**config.mk**
```make
export PLATFORM = sky130hd
export DESIGN_NAME = riscv_mc_controller
export DESIGN_NICKNAME = d
export VERILOG_FILES = /design/src/rtl/riscv_mc_pkg.sv /design/src/rtl/riscv_mc_aludec.sv /design/src/rtl/riscv_mc_controller.sv
export SDC_FILE = /design/constraint.sdc
export NUM_CORES = 1
export LEC_CHECK = 0
export BUFFER_PORTS_ARGS = -buffer_cell sky130_fd_sc_hd__buf_2
export CAP_MARGIN = 0
export CORE_ASPECT_RATIO = 1.4
export CORE_MARGIN = 8
export CORE_UTILIZATION = 55
export CTS_CLUSTER_DIAMETER = 30
export DETAILED_ROUTE_END_ITERATION = 7
export PLACE_DENSITY = 0.91
export SLEW_MARGIN = 30
export SYNTH_ARGS = -nofsm -noshare
export SYNTH_HDL_FRONTEND = slang
export SYNTH_SLANG_ARGS = --single-unit
```
**constraint.sdc**
```tcl
create_clock -name clk -period 3.2 [get_ports clk]
set_input_delay 0.16 -clock clk [delete_from_list [all_inputs] [get_ports clk]]
set_output_delay 0.16 -clock clk [all_outputs]
set_load 0.02 [all_outputs]
```
**src/rtl/riscv_mc_pkg.sv**
```systemverilog
// Shared types and encodings for the RV32I multicycle control unit.
// Holds the FSM state enum, opcode constants, ALU control/op codes,
// datapath select encodings and the immediate-format decoder.
package riscv_mc_pkg;

    localparam int unsigned OP_W   = 7;
    localparam int unsigned F3_W   = 3;
    localparam int unsigned ALU_W  = 3;
    localparam int unsigned SEL_W  = 2;
    localparam int unsigned AOP_W  = 2;

    typedef enum logic [3:0] {
        S_FETCH,
        S_DECODE,
        S_MEMADR,
        S_MEMREAD,
        S_MEMWB,
        S_MEMWRITE,
        S_EXECR,
        S_EXECI,
        S_JAL,
        S_ALUWB,
        S_BEQ
    } state_t;

    localparam logic [OP_W-1:0] OP_LW  = 7'b0000011;
    localparam logic [OP_W-1:0] OP_SW  = 7'b0100011;
    localparam logic [OP_W-1:0] OP_R   = 7'b0110011;
    localparam logic [OP_W-1:0] OP_I   = 7'b0010011;
    localparam logic [OP_W-1:0] OP_JAL = 7'b1101111;
    localparam logic [OP_W-1:0] OP_BEQ = 7'b1100011;

    localparam logic [ALU_W-1:0] ALU_ADD = 3'b000;
    localparam logic [ALU_W-1:0] ALU_SUB = 3'b001;
    localparam logic [ALU_W-1:0] ALU_AND = 3'b010;
    localparam logic [ALU_W-1:0] ALU_OR  = 3'b011;
    localparam logic [ALU_W-1:0] ALU_SLT = 3'b101;

    localparam logic [AOP_W-1:0] ALUOP_ADD   = 2'b00;
    localparam logic [AOP_W-1:0] ALUOP_SUB   = 2'b01;
    localparam logic [AOP_W-1:0] ALUOP_FUNCT = 2'b10;

    localparam logic [SEL_W-1:0] IMM_I = 2'b00;
    localparam logic [SEL_W-1:0] IMM_S = 2'b01;
    localparam logic [SEL_W-1:0] IMM_B = 2'b10;
    localparam logic [SEL_W-1:0] IMM_J = 2'b11;

    localparam logic [SEL_W-1:0] RES_ALUOUT    = 2'b00;
    localparam logic [SEL_W-1:0] RES_DATA      = 2'b01;
    localparam logic [SEL_W-1:0] RES_ALURESULT = 2'b10;

    localparam logic [SEL_W-1:0] SRCA_PC    = 2'b00;
    localparam logic [SEL_W-1:0] SRCA_OLDPC = 2'b01;
    localparam logic [SEL_W-1:0] SRCA_A     = 2'b10;

    localparam logic [SEL_W-1:0] SRCB_WD   = 2'b00;
    localparam logic [SEL_W-1:0] SRCB_IMM  = 2'b01;
    localparam logic [SEL_W-1:0] SRCB_FOUR = 2'b10;

    // Immediate format chosen purely from the opcode.
    function automatic logic [SEL_W-1:0] imm_dec(input logic [OP_W-1:0] op);
        case (op)
            OP_SW:   imm_dec = IMM_S;
            OP_BEQ:  imm_dec = IMM_B;
            OP_JAL:  imm_dec = IMM_J;
            default: imm_dec = IMM_I;
        endcase
    endfunction

endpackage

```
**src/rtl/riscv_mc_aludec.sv**
```systemverilog
// ALU control decoder.
// Ports: aluop (00 add, 01 sub, 10 by funct3), funct3, op5 (Instr[5]),
//        funct7b5 (Instr[30]) -> alu_control_c (combinational ALU operation).
module riscv_mc_aludec
    import riscv_mc_pkg::*;
(
    input  logic [AOP_W-1:0] aluop,
    input  logic [F3_W-1:0]  funct3,
    input  logic             op5,
    input  logic             funct7b5,
    output logic [ALU_W-1:0] alu_control_c
);

    // Subtract only for R-type with funct7[5] set; I-type addi never subtracts.
    always_comb begin
        alu_control_c = ALU_ADD;
        case (aluop)
            ALUOP_SUB: alu_control_c = ALU_SUB;
            ALUOP_FUNCT: begin
                case (funct3)
                    3'b000:  alu_control_c = (op5 & funct7b5) ? ALU_SUB : ALU_ADD;
                    3'b010:  alu_control_c = ALU_SLT;
                    3'b110:  alu_control_c = ALU_OR;
                    3'b111:  alu_control_c = ALU_AND;
                    default: alu_control_c = ALU_ADD;
                endcase
            end
            default: alu_control_c = ALU_ADD;
        endcase
    end

endmodule

```
**src/rtl/riscv_mc_controller.sv**
```systemverilog
// Multicycle control unit for the RV32I subset (lw, sw, R-type, I-type ALU, beq, jal).
// Inputs : clk, reset (sync, active-high), op, funct3, funct7b5, Zero,
//          MemReady (only when RISCV_MC_MEM_WAIT_EN is defined).
// Outputs: PCWrite, AdrSrc, MemWrite, IRWrite, ResultSrc, ALUSrcA, ALUSrcB,
//          ImmSrc, ALUControl, RegWrite, IllegalOp, InstrRetired.
// Control outputs are combinational from state and op and forced to 0 while
// reset is high. Define RISCV_MC_MEM_WAIT_EN to stall memory states on MemReady.
module riscv_mc_controller
    import riscv_mc_pkg::*;
#(
    parameter int unsigned RET_W = 32
) (
    input  logic              clk,
    input  logic              reset,
    input  logic [OP_W-1:0]   op,
    input  logic [F3_W-1:0]   funct3,
    input  logic              funct7b5,
    input  logic              Zero,
`ifdef RISCV_MC_MEM_WAIT_EN
    input  logic              MemReady,
`endif
    output logic              PCWrite,
    output logic              AdrSrc,
    output logic              MemWrite,
    output logic              IRWrite,
    output logic [SEL_W-1:0]  ResultSrc,
    output logic [SEL_W-1:0]  ALUSrcA,
    output logic [SEL_W-1:0]  ALUSrcB,
    output logic [SEL_W-1:0]  ImmSrc,
    output logic [ALU_W-1:0]  ALUControl,
    output logic              RegWrite,
    output logic              IllegalOp,
    output logic [RET_W-1:0]  InstrRetired
);

    state_t             state, state_n;
    logic [RET_W-1:0]   ret_cnt;
    logic               mem_ready_c;
    logic               pc_update_c, branch_c, retire_c, illegal_c;
    logic               adr_src_c, mem_write_c, ir_write_c, reg_write_c;
    logic [SEL_W-1:0]   result_src_c, src_a_c, src_b_c;
    logic [AOP_W-1:0]   aluop_c;
    logic [ALU_W-1:0]   alu_control_c;

`ifdef RISCV_MC_MEM_WAIT_EN
    assign mem_ready_c = MemReady;
`else
    assign mem_ready_c = 1'b1;
`endif

    // State and retired-instruction counter.
    always_ff @(posedge clk) begin
        if (reset) begin
            state   <= S_FETCH;
            ret_cnt <= '0;
        end else begin
            state <= state_n;
            if (retire_c) ret_cnt <= ret_cnt + RET_W'(1);
        end
    end

    // Next-state and per-state control.
    always_comb begin
        state_n      = state;
        pc_update_c  = 1'b0;
        branch_c     = 1'b0;
        retire_c     = 1'b0;
        illegal_c    = 1'b0;
        adr_src_c    = 1'b0;
        mem_write_c  = 1'b0;
        ir_write_c   = 1'b0;
        reg_write_c  = 1'b0;
        result_src_c = RES_ALUOUT;
        src_a_c      = SRCA_PC;
        src_b_c      = SRCB_WD;
        aluop_c      = ALUOP_ADD;
        case (state)
            S_FETCH: begin
                src_b_c      = SRCB_FOUR;
                result_src_c = RES_ALURESULT;
                ir_write_c   = mem_ready_c;
                pc_update_c  = mem_ready_c;
                if (mem_ready_c) state_n = S_DECODE;
            end
            S_DECODE: begin
                src_a_c = SRCA_OLDPC;
                src_b_c = SRCB_IMM;
                case (op)
                    OP_LW, OP_SW: state_n = S_MEMADR;
                    OP_R:         state_n = S_EXECR;
                    OP_I:         state_n = S_EXECI;
                    OP_JAL:       state_n = S_JAL;
                    OP_BEQ:       state_n = S_BEQ;
                    default: begin
                        state_n   = S_FETCH;
                        illegal_c = 1'b1;
                    end
                endcase
            end
            S_MEMADR: begin
                src_a_c = SRCA_A;
                src_b_c = SRCB_IMM;
                state_n = (op == OP_LW) ? S_MEMREAD : S_MEMWRITE;
            end
            S_MEMREAD: begin
                adr_src_c = 1'b1;
                if (mem_ready_c) state_n = S_MEMWB;
            end
            S_MEMWB: begin
                result_src_c = RES_DATA;
                reg_write_c  = 1'b1;
                retire_c     = 1'b1;
                state_n      = S_FETCH;
            end
            S_MEMWRITE: begin
                adr_src_c   = 1'b1;
                mem_write_c = 1'b1;
                if (mem_ready_c) begin
                    retire_c = 1'b1;
                    state_n  = S_FETCH;
                end
            end
            S_EXECR: begin
                src_a_c = SRCA_A;
                aluop_c = ALUOP_FUNCT;
                state_n = S_ALUWB;
            end
            S_EXECI: begin
                src_a_c = SRCA_A;
                src_b_c = SRCB_IMM;
                aluop_c = ALUOP_FUNCT;
                state_n = S_ALUWB;
            end
            S_JAL: begin
                src_a_c     = SRCA_OLDPC;
                src_b_c     = SRCB_FOUR;
                pc_update_c = 1'b1;
                state_n     = S_ALUWB;
            end
            S_ALUWB: begin
                reg_write_c = 1'b1;
                retire_c    = 1'b1;
                state_n     = S_FETCH;
            end
            S_BEQ: begin
                src_a_c  = SRCA_A;
                aluop_c  = ALUOP_SUB;
                branch_c = 1'b1;
                retire_c = 1'b1;
                state_n  = S_FETCH;
            end
            default: state_n = S_FETCH;
        endcase
    end

    riscv_mc_aludec u_aludec (
        .aluop         (aluop_c),
        .funct3        (funct3),
        .op5           (op[5]),
        .funct7b5      (funct7b5),
        .alu_control_c (alu_control_c)
    );

    // All outputs are held at 0 during the reset cycle.
    assign PCWrite      = ~reset & (pc_update_c | (branch_c & Zero));
    assign AdrSrc       = ~reset & adr_src_c;
    assign MemWrite     = ~reset & mem_write_c;
    assign IRWrite      = ~reset & ir_write_c;
    assign RegWrite     = ~reset & reg_write_c;
    assign IllegalOp    = ~reset & illegal_c;
    assign ResultSrc    = reset ? '0 : result_src_c;
    assign ALUSrcA      = reset ? '0 : src_a_c;
    assign ALUSrcB      = reset ? '0 : src_b_c;
    assign ImmSrc       = reset ? '0 : imm_dec(op);
    assign ALUControl   = reset ? '0 : alu_control_c;
    assign InstrRetired = reset ? '0 : ret_cnt;

endmodule
```
[Yosys cells after proc, flatten, opt, wreduce, memory -nomap -nowiden]
Cells that the tools add are included.
Operators by class
  $add $sub $neg: 1
  equality and inequality tests: 21
  mux-type cells: 26
  bitwise logic cells: 10
  reduce and logical (&&, ||, !) cells: 13
Operators by type and width (count)
  4-bit case mux with 5 select lines: 2
  32-bit by 1-bit adder with 32-bit output, second input constant: 1
  32-bit two-way mux: 1
  4-bit by 3-bit == test with 1-bit output, second input constant: 4
  2-bit case mux with 2 select lines: 4
  7-bit by 6-bit == test with 1-bit output, second input constant: 2
  7-bit == test, second input constant: 2
  4-bit == test, second input constant: 3
  3-bit case mux with 4 select lines: 1
  2-bit OR reduction: 6
  1-bit two-way mux: 10
  1-bit AND: 8
  4-bit by 2-bit == test with 1-bit output, second input constant: 2
  2-bit two-way mux: 4
  4-bit OR reduction: 2
  7-bit by 2-bit == test with 1-bit output, second input constant: 1
  7-bit by 5-bit == test with 1-bit output, second input constant: 1
  3-bit == test, second input constant: 2
  3-bit two-way mux: 2
  2-bit case mux with 3 select lines: 1
  3-bit case mux with 2 select lines: 1
  3-bit OR reduction: 2
  6-bit OR reduction: 1
  4-bit by 1-bit == test with 1-bit output, second input constant: 1
  7 further kinds: 7
Storage, ports and cells
  flip-flop bits (word level): 36
  input bits: 14
  output and inout port bits: 49
  word-level logic and storage cells: 73

[Longest topological paths before layout]
  depth in word-level cells: 6
  gate-level depth with buffers: 6
  depth with buffers taken out: 6

[Hierarchy]
A second synthesis with hierarchy kept.
Second synthesis, totals
  cell total of the unflattened synthesis: 298
  area total of the unflattened synthesis: 2284.7 um^2
By module, submodules not included
  riscv_mc_controller: instances 1, cells an instance 287, area an instance 2188.3 um^2, seq. area each 720.7 um^2
  riscv_mc_aludec: instances 1, cells an instance 11, area an instance 96.3 um^2, seq. area each 0.0 um^2

[Least setup slack after synthesis]
OpenSTA, ideal clock, no wires.
  path kind: reg2out
  start: register state[1]
  end: output ALUControl[2]
  data arrival time: 1.957 ns
  setup slack: 1.083 ns
  stages on the path, launching flop included: 6
  buffers on the path: 1
  path through: dfxtp_1 clkbuf_1 nand3_1 ha_1 nor2_1 nor4b_1
Between the ends
  cells in the longest elaborated chain, start to end: 6
  elaborated cells on any way between the ends: 9
RTL lines
  start: declaration: line riscv_mc_controller.sv:36  | state_t state, state_n;
  start signal: assignment: line riscv_mc_controller.sv:57  | state <= state_n;
  4-bit by 3-bit == test with 1-bit output: line riscv_mc_controller.sv:77  | case (state)
  2-bit OR reduction (no source line)
  2-bit case mux with 2 select lines *: line riscv_mc_controller.sv:77
  2-bit == test or 2-bit by 1-bit == test with 1-bit output (tied branches): line riscv_mc_aludec.sv:17  | case (aluop)
  3-bit case mux with 2 select lines *: line riscv_mc_aludec.sv:17
  3-bit two-way mux *: line riscv_mc_controller.sv:175  | assign ALUControl = reset ? '0 : alu_control_c;
  end: declaration: line riscv_mc_controller.sv:30  | output logic [ALU_W-1:0] ALUControl,
Every way passes the cells marked *; elsewhere a longest branch is shown, timed or not.

[Final worst setup path]
  start: register state[2]
  end: output ALUControl[2]
Same word-level chain as after synthesis.

==> metrics.txt <==
# TYPE chip_impl_metric gauge
chip_impl_info{name="outcome",value="complete, no violations"} 1
chip_impl_info{name="critical_path.endpoint_type",value="output pin"} 1
chip_impl_metric{name="layout.cells.non_filler",unit=""} 402
chip_impl_metric{name="seq_area_frac_synth",unit="%"} 29.9
chip_impl_info{name="synth.top_cells.by_count",value="nor2_1, dfxtp_1, nor2b_1, nor3_1"} 1
chip_impl_info{name="worst_hold_startpoint",value="op[0]"} 1
chip_impl_metric{name="max_slew.worst_pin.slew",unit="ns"} 0.834
chip_impl_info{name="slowest_stage",value="dfxtp_1"} 1
chip_impl_metric{name="largest_net_degree_at_the_start_of_global_routing",unit=""} 53
chip_impl_metric{name="antenna_found_initial",unit=""} 0
chip_impl_metric{name="pin_count",unit=""} 63
chip_impl_metric{name="setup_violations",unit=""} 0
chip_impl_metric{name="holdBufCountCts",unit=""} 0
chip_impl_metric{name="fraction_of_final_layout_cells_sized_beyond_drive_strength_1",unit="%"} 27.5
chip_impl_metric{name="clockBufferDepth",unit=""} 2
chip_impl_metric{name="synth_cell_types",unit=""} 48
chip_impl_metric{name="arrival",unit="ns"} 2.18
chip_impl_info{name="grt_setup_unrepaired",value="false"} 1
chip_impl_metric{name="cellPowerDensity",unit="nW/um^2"} 297
chip_impl_info{name="cts.root.buffer_cell",value="clkbuf_8"} 1
chip_impl_metric{name="cts_repair_resize_count",unit=""} 0
chip_impl_metric{name="antenna_violating_nets_post_route",unit=""} 0
chip_impl_info{name="yosys.cell_count.top_type",value="nor2_1"} 1
chip_impl_metric{name="cts_inserted_buffers",unit=""} 5
chip_impl_metric{name="r2r.worst_path.cells",unit=""} 5
chip_impl_metric{name="buffer_ports.inserted",unit=""} 62
chip_impl_metric{name="hold_violations",unit=""} 0
chip_impl_metric{name="fill_count",unit=""} 367
chip_impl_info{name="worstPathCellList",value="nor2b_1 > nand2_1 > inv_1 > ha_1 > nor2_1 > nor4b_1 > buf_2"} 1
chip_impl_metric{name="sequential_cell_area",unit="um^2"} 721
chip_impl_metric{name="setup.reg_to_reg.worst_slack",unit="ns"} 1.12
chip_impl_metric{name="post-cts-setup-buffer-count",unit=""} 0
chip_impl_metric{name="critPathMaxFanout",unit=""} 13
chip_impl_metric{name="synth_cells",unit=""} 304
chip_impl_metric{name="yosysWarnings",unit=""} 0
chip_impl_info{name="setup.worst_path.end",value="ALUControl[2]"} 1
chip_impl_metric{name="maxCapViolations",unit=""} 0
chip_impl_metric{name="dp.final_hpwl",unit="um"} 4340
chip_impl_metric{name="async_reset_ff_share",unit="%"} 0
chip_impl_info{name="worst-setup-path-type",value="flop to output pin"} 1
chip_impl_metric{name="multi_input_comb_area",unit="um^2"} 1560
chip_impl_info{name="critical_path.reg2reg.startpoint",value="state[2]"} 1
chip_impl_metric{name="critical-path-max-stage-delay",unit="ns"} 0.57
chip_impl_metric{name="syn_area",unit="um^2"} 2410
chip_impl_metric{name="max-slew-margin-rel",unit="%"} 44.4
chip_impl_metric{name="report.final.slew_viol_count",unit=""} 0
chip_impl_metric{name="grt_pass1_vias",unit=""} 2230
chip_impl_metric{name="max_clock_freq",unit="MHz"} 427
chip_impl_metric{name="synth_largest_type_area_fraction",unit="%"} 29.9
chip_impl_metric{name="cts.clk_slew.worst_paths",unit="ns"} 0.07
chip_impl_metric{name="initial_cell_density_of_the_core",unit="%"} 57.3
chip_impl_info{name="yosys_most_used_dff",value="dfxtp_1"} 1
chip_impl_metric{name="grt_usage",unit="%"} 17.2
chip_impl_metric{name="grt_first_pass_wirelength",unit="um"} 9600
chip_impl_metric{name="layout_worst_path_cycle_share",unit="%"} 73.1
chip_impl_metric{name="max-vdd-ir-drop",unit="mV"} 0.159
chip_impl_metric{name="die_y",unit="um"} 94.3
chip_impl_metric{name="wire_per_inst",unit="um"} 14.5
chip_impl_metric{name="detailroute.via_count",unit=""} 2366
chip_impl_metric{name="syn_to_final_growth",unit="%"} 16.0
chip_impl_info{name="yosysTopAreaCell",value="dfxtp_1"} 1
chip_impl_metric{name="setup_total_negative_slack",unit="ns"} 0
chip_impl_info{name="tritoncts_clock_tree",value="built"} 1
chip_impl_metric{name="h-tree-depth",unit=""} 2
chip_impl_info{name="timing.critical_path.max_delay_family",value="simple AND/OR/NAND/NOR gates"} 1
chip_impl_info{name="worstReg2RegEnd",value="ret_cnt[29]"} 1
chip_impl_metric{name="n_antenna_cell",unit=""} 0
chip_impl_info{name="worst_setup_path_start_kind",value="flop"} 1
chip_impl_metric{name="postSynthNetCount",unit=""} 321
chip_impl_metric{name="drc",unit=""} 0
chip_impl_metric{name="clk_latency",unit="ns"} 0.28
chip_impl_metric{name="die_x",unit="um"} 71.9
chip_impl_metric{name="worst_path_bufs_invs",unit=""} 2
chip_impl_metric{name="period_minus_slack",unit="ns"} 2.34
chip_impl_metric{name="grt-ovfl-total",unit=""} 0
chip_impl_metric{name="finalNetCount",unit=""} 374
chip_impl_info{name="synth_top_cells_by_area",value="dfxtp_1, nor2b_1, mux2_2"} 1
chip_impl_info{name="critical_path.startpoint",value="state[2]"} 1
chip_impl_metric{name="vias_per_cell",unit=""} 5.89
chip_impl_metric{name="critical_path_depth",unit=""} 7
chip_impl_metric{name="fp.coreArea",unit="um^2"} 4200
chip_impl_metric{name="rows",unit=""} 28
chip_impl_metric{name="dp.cells",unit=""} 395
chip_impl_metric{name="finalWeightedCongestion",unit=""} 0.828
chip_impl_metric{name="leakage_power_of_the_design",unit="nW"} 1.27
chip_impl_info{name="min_path_type",value="input port to flop"} 1
chip_impl_metric{name="avgSynthCellArea",unit="um^2"} 7.92
chip_impl_metric{name="timing.clock.skew",unit="ns"} 0.00195
chip_impl_metric{name="edff_count_synth",unit=""} 0
chip_impl_metric{name="routed_wirelength",unit="um"} 5820
chip_impl_metric{name="drt_iter0_markers",unit=""} 134
chip_impl_metric{name="design.die.area",unit="um^2"} 6780
chip_impl_metric{name="drt_first_pass_iters",unit=""} 5
chip_impl_metric{name="critPathRequiredTime",unit="ns"} 3.04
chip_impl_metric{name="sinks_on_the_clock_net",unit=""} 36
chip_impl_metric{name="postSynthRegisterBits",unit=""} 36
==> routing by layer <==
layer / part of all wire [%] / vias up / global-route usage (%)
met5: 0 / - / 0
met4: 0.91 / 0 / 4.62
met3: 6.0 / 8 / 5.13
met2: 52 / 73 / 31.8
met1: 41 / 1098 / 18.2
li1: - / 1187 / -
==> per-stage QoR <==
| step | total power (W) | setup WS, ns | hold WS, ns | cell area (um^2) | util, % |
|---|---|---|---|---|---|
| 2_1_floorplan | 0.000511 | 1.08 | 0.294 | 2410 | - |
| 3_3_place_gp | 0.000533 | 1.18 | 0.432 | 2720 | 64.6 |
| 3_5_place_dp | 0.000536 | 1.12 | 0.438 | 2720 | 64.6 |
| 4_1_cts | 0.000831 | 0.846 | 0.140 | 2790 | 66.4 |
| 5_1_grt | 0.000863 | 0.599 | 0.158 | 2790 | 66.4 |
| 6_report | 0.000828 | 0.860 | 0.147 | 2790 | 66.4 |
==> worst reg2reg max path: stages (launching register included) <==
cell	delay (ns)
dfxtp_1	0.57
nor2b_1	0.33
a22oi_2	0.12
buf_4	0.23
nor4_1	0.34
mux2_2	0.37
==> placed cells by master (no fill, tap or decap), types with 3 or more instances in the layout <==
| cell | count |
|---|---|
| dfxtp_1 | 36 |
| nand4_1 | 7 |
| mux2_2 | 19 |
| inv_1 | 11 |
| ha_1 | 3 |
| nand4b_1 | 3 |
| a21oi_1 | 10 |
| nor4_4 | 3 |
| nor2_1 | 37 |
| clkbuf_8 | 5 |
| nor3_1 | 21 |
| nand3_1 | 13 |
| and3_1 | 5 |
| buf_4 | 3 |
| buf_2 | 62 |
| and4_1 | 5 |
| or3_1 | 6 |
| nor2b_1 | 35 |
| mux2_1 | 3 |
| nor4_1 | 5 |
| nand2_1 | 19 |
| o21ai_0 | 6 |
| nand2b_1 | 4 |
==> logic make-up after synthesis <==
logic type               synth area share, %
buffers and inverters                   5.30
adder cells (fa/ha/maj)                 1.56
XOR/XNOR                                1.46
AO/OA/AOI/OAI                           9.56
AND/OR/NAND/NOR                         41.5
multiplexers                            10.7
flip-flops                              29.9
==> report_power, final <==
group / switching, W / leakage (nW) / internal (W)
Combinational: 0.0000472 / 0.939 / 0.0000253
Sequential: 0.00000402 / 0.290 / 0.000449
Clock: 0.000155 / 0.0410 / 0.000148
==> registers in the layout, indices dropped and copies added, names as in the netlist <==
signal and cells:
state 4, ret_cnt 32
==> how the worst min path moves through the flow <==
| stage | slack (ns) | endpoint | cells past startpoint |
|---|---|---|---|
| after floorplan | 0.29 | state[1] | 2 |
| after global placement | 0.43 | state[1] | 3 |
| after detailed placement | 0.44 | state[1] | 3 |
| after CTS | 0.14 | state[1] | 3 |
| after global routing | 0.16 | state[1] | 3 |
| final | 0.15 | state[1] | 3 |
==> area by class of cell <==
type,instances,share of cell area (%)
well taps,45,2.02
repair buffers,65,11.9
flip-flops and latches,36,25.8
clock buffers,6,2.60
multi-input cells,238,56.0
inverters,11,1.48
clock inverters,1,0.179
No activity file was read; power rests on OpenSTA's default activity.
